**config.mk**
```make
export PLATFORM = sky130hd
export DESIGN_NAME = multiplexer_n_to_1_stream
export DESIGN_NICKNAME = d
export VERILOG_FILES = /design/src/rtl/multiplexer_n_to_1_stream_pkg.sv /design/src/rtl/multiplexer_n_to_1_stream_round_robin_arbiter.sv /design/src/rtl/multiplexer_n_to_1_stream.sv
export SDC_FILE = /design/constraint.sdc
export NUM_CORES = 1
export LEC_CHECK = 0
export CORE_MARGIN = 5
export CORE_UTILIZATION = 30
export CTS_CLUSTER_SIZE = 14
export DETAILED_ROUTE_END_ITERATION = 8
export GPL_TIMING_DRIVEN = 1
export MAX_ROUTING_LAYER = met4
export PLACE_DENSITY = 0.74
export SYNTH_ARGS = -nofsm -noshare
export SYNTH_HDL_FRONTEND = slang
export SYNTH_SLANG_ARGS = --single-unit
```
**constraint.sdc**
```tcl
create_clock -name clock -period 1.11 [get_ports clock]
set_input_delay 0.222 -clock clock [delete_from_list [all_inputs] [get_ports clock]]
set_output_delay 0.222 -clock clock [all_outputs]
set_load 0.05 [all_outputs]
```
**src/rtl/multiplexer_n_to_1_stream_pkg.sv**
```systemverilog
`timescale 1ns/100ps
// Shared constants for the N-to-1 stream multiplexer: selection-mode codes and
// a helper that folds any unsupported MODE value back to external steering.
package multiplexer_n_to_1_stream_pkg;

  localparam int MUX_MODE_EXTERNAL    = 0;
  localparam int MUX_MODE_ROUND_ROBIN = 1;

  function automatic int resolveMode(input int mode);
    return (mode == MUX_MODE_ROUND_ROBIN) ? MUX_MODE_ROUND_ROBIN : MUX_MODE_EXTERNAL;
  endfunction

endpackage

```
**src/rtl/multiplexer_n_to_1_stream_round_robin_arbiter.sv**
```systemverilog
`timescale 1ns/100ps
// Combinational round-robin arbiter: grants the first requesting channel found
// after last_grant, wrapping around, so every requester is served in turn.
module round_robin_arbiter
  import multiplexer_n_to_1_stream_pkg::*;
#(
  parameter int CHANNELS  = 4,
  parameter int SEL_WIDTH = 2
) (
  input  logic [CHANNELS-1:0]  request,
  input  logic [SEL_WIDTH-1:0] last_grant,
  input  logic                 enable,
  output logic [SEL_WIDTH-1:0] grant,
  output logic                 grant_valid
);

  // Scan distances 1..CHANNELS from the previous winner; the nearest requester wins.
  always_comb begin
    grant       = '0;
    grant_valid = 1'b0;
    for (int k = 1; k <= CHANNELS; k++) begin
      for (int i = 0; i < CHANNELS; i++) begin
        if (enable && !grant_valid && request[i] &&
            (i == ((int'(last_grant) + k) % CHANNELS))) begin
          grant       = SEL_WIDTH'(i);
          grant_valid = 1'b1;
        end
      end
    end
  end

endmodule

```
**src/rtl/multiplexer_n_to_1_stream.sv**
```systemverilog
`timescale 1ns/100ps
// N-to-1 valid/ready stream multiplexer with a one-entry registered output;
// the source is steered externally (MODE=0) or chosen round-robin (MODE=1).
module multiplexer_n_to_1_stream
  import multiplexer_n_to_1_stream_pkg::*;
#(
  parameter int CHANNELS   = 4,
  parameter int DATA_WIDTH = 8,
  parameter int SEL_WIDTH  = 2,
  parameter int MODE       = 0
) (
  input  logic                           clock,
  input  logic                           reset,
  input  logic [CHANNELS*DATA_WIDTH-1:0] input_signal,
  input  logic [CHANNELS-1:0]            input_valid,
  output logic [CHANNELS-1:0]            input_ready,
  input  logic [SEL_WIDTH-1:0]           selection,
  output logic [DATA_WIDTH-1:0]          output_signal,
  output logic                           output_valid,
  input  logic                           output_ready,
  output logic [SEL_WIDTH-1:0]           output_channel
);

  localparam int EffectiveMode = resolveMode(MODE);
  localparam int SelRange      = 2 ** SEL_WIDTH;

  logic                  loadEn;
  logic                  grantValid;
  logic                  transfer;
  logic [SEL_WIDTH-1:0]  grantIdx;
  logic [DATA_WIDTH-1:0] grantData;

  logic                  outValid_q,   outValid_d;
  logic [DATA_WIDTH-1:0] outSignal_q,  outSignal_d;
  logic [SEL_WIDTH-1:0]  outChannel_q, outChannel_d;

  generate
    if (EffectiveMode == MUX_MODE_ROUND_ROBIN) begin : gRoundRobin
      logic [SEL_WIDTH-1:0] lastGrant_q, lastGrant_d;

      round_robin_arbiter #(
        .CHANNELS  (CHANNELS),
        .SEL_WIDTH (SEL_WIDTH)
      ) uArbiter (
        .request     (input_valid),
        .last_grant  (lastGrant_q),
        .enable      (!reset),
        .grant       (grantIdx),
        .grant_valid (grantValid)
      );

      // The pointer moves only when a beat is actually taken, so stalls keep priority order.
      always_comb begin
        lastGrant_d = transfer ? grantIdx : lastGrant_q;
      end

      always_ff @(posedge clock or posedge reset) begin
        if (reset) begin
          lastGrant_q <= SEL_WIDTH'(CHANNELS - 1);
        end else begin
          lastGrant_q <= lastGrant_d;
        end
      end
    end else begin : gExternal
      // Widening to the full selection range lets an out-of-range select read a zero.
      logic [SelRange-1:0] validExt;
      assign validExt   = SelRange'(input_valid);
      assign grantIdx   = selection;
      assign grantValid = !reset && (int'(selection) < CHANNELS) && validExt[selection];
    end
  endgenerate

  assign loadEn   = !outValid_q || output_ready;
  assign transfer = loadEn && grantValid;

  always_comb begin
    input_ready = '0;
    grantData   = '0;
    for (int i = 0; i < CHANNELS; i++) begin
      if (int'(grantIdx) == i) begin
        input_ready[i] = transfer;
        grantData      = input_signal[i*DATA_WIDTH +: DATA_WIDTH];
      end
    end
  end

  // A new beat takes priority over draining, giving back-to-back beats with no bubble.
  always_comb begin
    outValid_d   = outValid_q;
    outSignal_d  = outSignal_q;
    outChannel_d = outChannel_q;
    if (transfer) begin
      outValid_d   = 1'b1;
      outSignal_d  = grantData;
      outChannel_d = grantIdx;
    end else if (outValid_q && output_ready) begin
      outValid_d = 1'b0;
    end
  end

  always_ff @(posedge clock or posedge reset) begin
    if (reset) begin
      outValid_q   <= 1'b0;
      outSignal_q  <= '0;
      outChannel_q <= '0;
    end else begin
      outValid_q   <= outValid_d;
      outSignal_q  <= outSignal_d;
      outChannel_q <= outChannel_d;
    end
  end

  assign output_valid   = outValid_q;
  assign output_signal  = outSignal_q;
  assign output_channel = outChannel_q;

endmodule

```
==> parameters.txt <==
Parameter                              Value

Timing
  Final number of hold-violating endpoints    0
  Unrepaired setup endpoints after global routing    yes
  Worst-case clock skew    between 0.004 and 0.005 ns
  Post-route minimum period    1.572 ns
  Final setup margin    -0.4619 ns
  Worst slew margin relative to its limit    0.8769
  Slew Viols, Final    0
  Pin slew with the least headroom to its limit    0.1831 ns
  FMAX    ~640 MHz
  Final Setup Violations    15
  Share of the clock period used by the worst path    1.416
  Minimum hold slack    around 0.29 ns

Floorplanning
  Horizontal die dimension    slightly above 60 µm
  Area of the core region    0.002455 mm²
  Die Span Y    60.61 µm
  Ports    56
  Initial standard-cell utilization of the core    0.3129
  Num rows    18
  Die area    roughly 0.0037 mm²

Global route
  Total routing resource utilization after global routing    0.1514
  Met2 track utilization from global routing    0.2473
  Overflow left after global routing    0
  Global routing met1 resource utilization    0.1798
  Initial antenna violation count    0
  Most congested layer reported by global routing    met2
  Number of global-route vias before repair    between 800 and 900
  Met3 routing resource usage after global routing    0.01915
  Largest net degree at the start of global routing    14
  Global-route wire length before repair    3864 µm

Synth
  Synthesized flop and latch total    11
  Total number of yosys warnings    0
  Combined area of all synthesized cells    roughly 770 µm²
  Synthesized Nets    roughly 90
  Synthesized instance count    between 50 and 60
  Synth Area per Inst    ~15 µm²
  Seq/Total Area, Yosys    0.3583
  Distinct cell type count after synthesis    21

Worst setup path
  Critical path class    register to output port
  Peak fanout along the critical path    3
  Required arrival time at the worst endpoint    between 0.8 and 0.9 ns
  Critical path arrival    around 1.4 ns
  Nature of the critical path startpoint    register
  Capturing element type of the critical path    output port

Clock network
  Clock insertion delay at the later pin of the skew report    about 0.28 ns
  # clock sinks    11
  Clk buf depth    2
  Number of H-tree branching levels    1
  TritonCTS clock tree    done
  CTS root buffer    clkbuf_4
  Hold Buf Count CTS    0
  Clock buffers created by TritonCTS    3
  CTS clock-pin slew for the worst setup and hold paths    ~0.07 ns

Final layout
  Number of filler cells placed in the layout    roughly 180
  Ratio of cells with drive above 1 in the final layout    0.5906
  Design area    0.001717 mm²
  Inserted Diodes    0
  Layout overhead on the synthesized area    123.5%
  Post-layout nets    between 150 and 200

Drt
  Detail-routed net length per standard cell    between 15 and 20 µm
  Antenna viol nets, final    0
  Post-detailed-route DRC marker count    0
  WL final    around 2600 µm
  Total iterations of the first detailed-routing run    2
  First-iteration detailed-routing DRC count    7
  Via density    4.911
  DR vias    a little under 800

Pwr
  Pleak    between 0.7 and 0.8 nW
  Power per standard cell area    between 1000 and 1500 mW/mm²
  Worst ir drop on vdd    0.001042 V
  Power Total    between 2 and 2.5 mW

Placed design
  Placer congestion estimate    roughly 0.73
  Setup slack at placement    -0.8819 ns
  Detailed Place HPWL    1969 µm
  Post-detailed-placement cell area    about 0.0016 mm²
  Port Buffer Count    55

Outcome
  Failing checks    negative setup slack
  Status    finished, violations left

Run
  Max_cap viols    0

Worst hold path
  Hold Crit Class    input pin to async pin
-- Yosys cell counts (all sizes together) --
master | instances | area (µm²)
dfrtp | 11 | 275.3
mux2 | 10 | 112.6
mux4 | 9 | 232.7
nand2 | 3 | 11.26
clkbuf | 2 | 17.51
inv | 2 | 7.510
nand3 | 2 | 22.52
nor2 | 2 | 7.510
a31oi | 1 | 6.260
and4 | 1 | 10.01
and4b | 1 | 11.26
buf | 1 | 11.26
mux2i | 1 | 10.01
nand2b | 1 | 6.260
nor2b | 1 | 6.260
nor3b | 1 | 7.510
o21ai | 1 | 5.000
o31ai | 1 | 7.510
-- flip-flops by register name, indices dropped and copies added (netlist names) --
signal and cells:
output_channel 2, output_signal 8, output_valid 1
-- stage by stage --
step | setup TNS (ns) | std cells | utilization
6_report | -2.775 | 157 | 0.6993
3_5_place_dp | -11.24 | 143 | 0.6539
2_1_floorplan | -4.347 | 51 | -
3_3_place_gp | -10.70 | 143 | 0.6539
4_1_cts | -2.679 | 153 | 0.6835
5_1_grt | -3.386 | 157 | 0.6993
-- where the power goes --
group	leakage, nW	switching (mW)	internal, mW	total [mW]
clock	0.0150	0.145	0.140	0.285
sequential	0.127	0.119	0.504	0.622
combinational	0.646	0.610	0.788	1.40
total	0.788	0.874	1.43	2.31
-- metal layers --
metal	routed length [µm]	part of all wire	vias up
met5	0	0	-
met4	55	0.021	0
met3	111	0.043	4
met2	1387	0.53	29
met1	1057	0.40	383
li1	-	-	355
-- cell families after synthesis --
kind of cell,count (synthesis),share of synthesized area
AO/OA/AOI/OAI,3,0.02443
buffers and inverters,5,0.04723
flip-flops,11,0.3583
AND/OR/NAND/NOR,12,0.1075
multiplexers,20,0.4625
-- final cells by class --
type                    instances  area, µm²  area share
repair buffers                 74      829.5      0.4832
multi-input cells              36      539.3      0.3141
flip-flops and latches         11      276.5      0.1611
well taps                      30      37.54     0.02187
inverters                       2      7.507    0.004373
clock buffers                   4      26.28     0.01531
-- critical path, stage by stage, from the launching register on --
cell and delay (ns):
dfrtp_2 0.43, nor2b_4 0.15, nor2_4 0.10, and4b_4 0.25, buf_12 0.13
-- cells in the final DEF (no fill, tap or decap), types with 2 or more instances in the layout --
master	instances
buf_12	16
buf_2	5
buf_4	12
buf_6	7
clkbuf_4	3
clkdlybuf4s50_1	14
dfrtp_1	10
dlygate4sd2_1	20
inv_2	2
mux2_4	10
mux4_2	9
nand2_1	3
nand3_4	3
nor2_4	2
-- final timing paths --
check / slack [ns] / cells past startpoint / startpoint / end
setup / recovery: -0.46 / 4 / output_valid / input_ready[2]
hold / removal: 0.29 / 4 / reset / output_channel[1]
setup reg to reg: -0.12 / 4 / output_valid / output_signal[4]
hold reg to reg: 0.58 / 1 / output_signal[2] / output_signal[2]
max in group asynchronous: 0.65 / 4 / reset / output_valid
min in group clock: 0.35 / 4 / selection[1] / output_channel[1]
-- repair_timing --
item	CTS	global route
pin swaps	6	5
gates resized for setup	72	3
setup buffers	5	5
setup endpoints to repair	16	17
cloned	1	0
No activity file was read; power rests on OpenSTA's default activity.
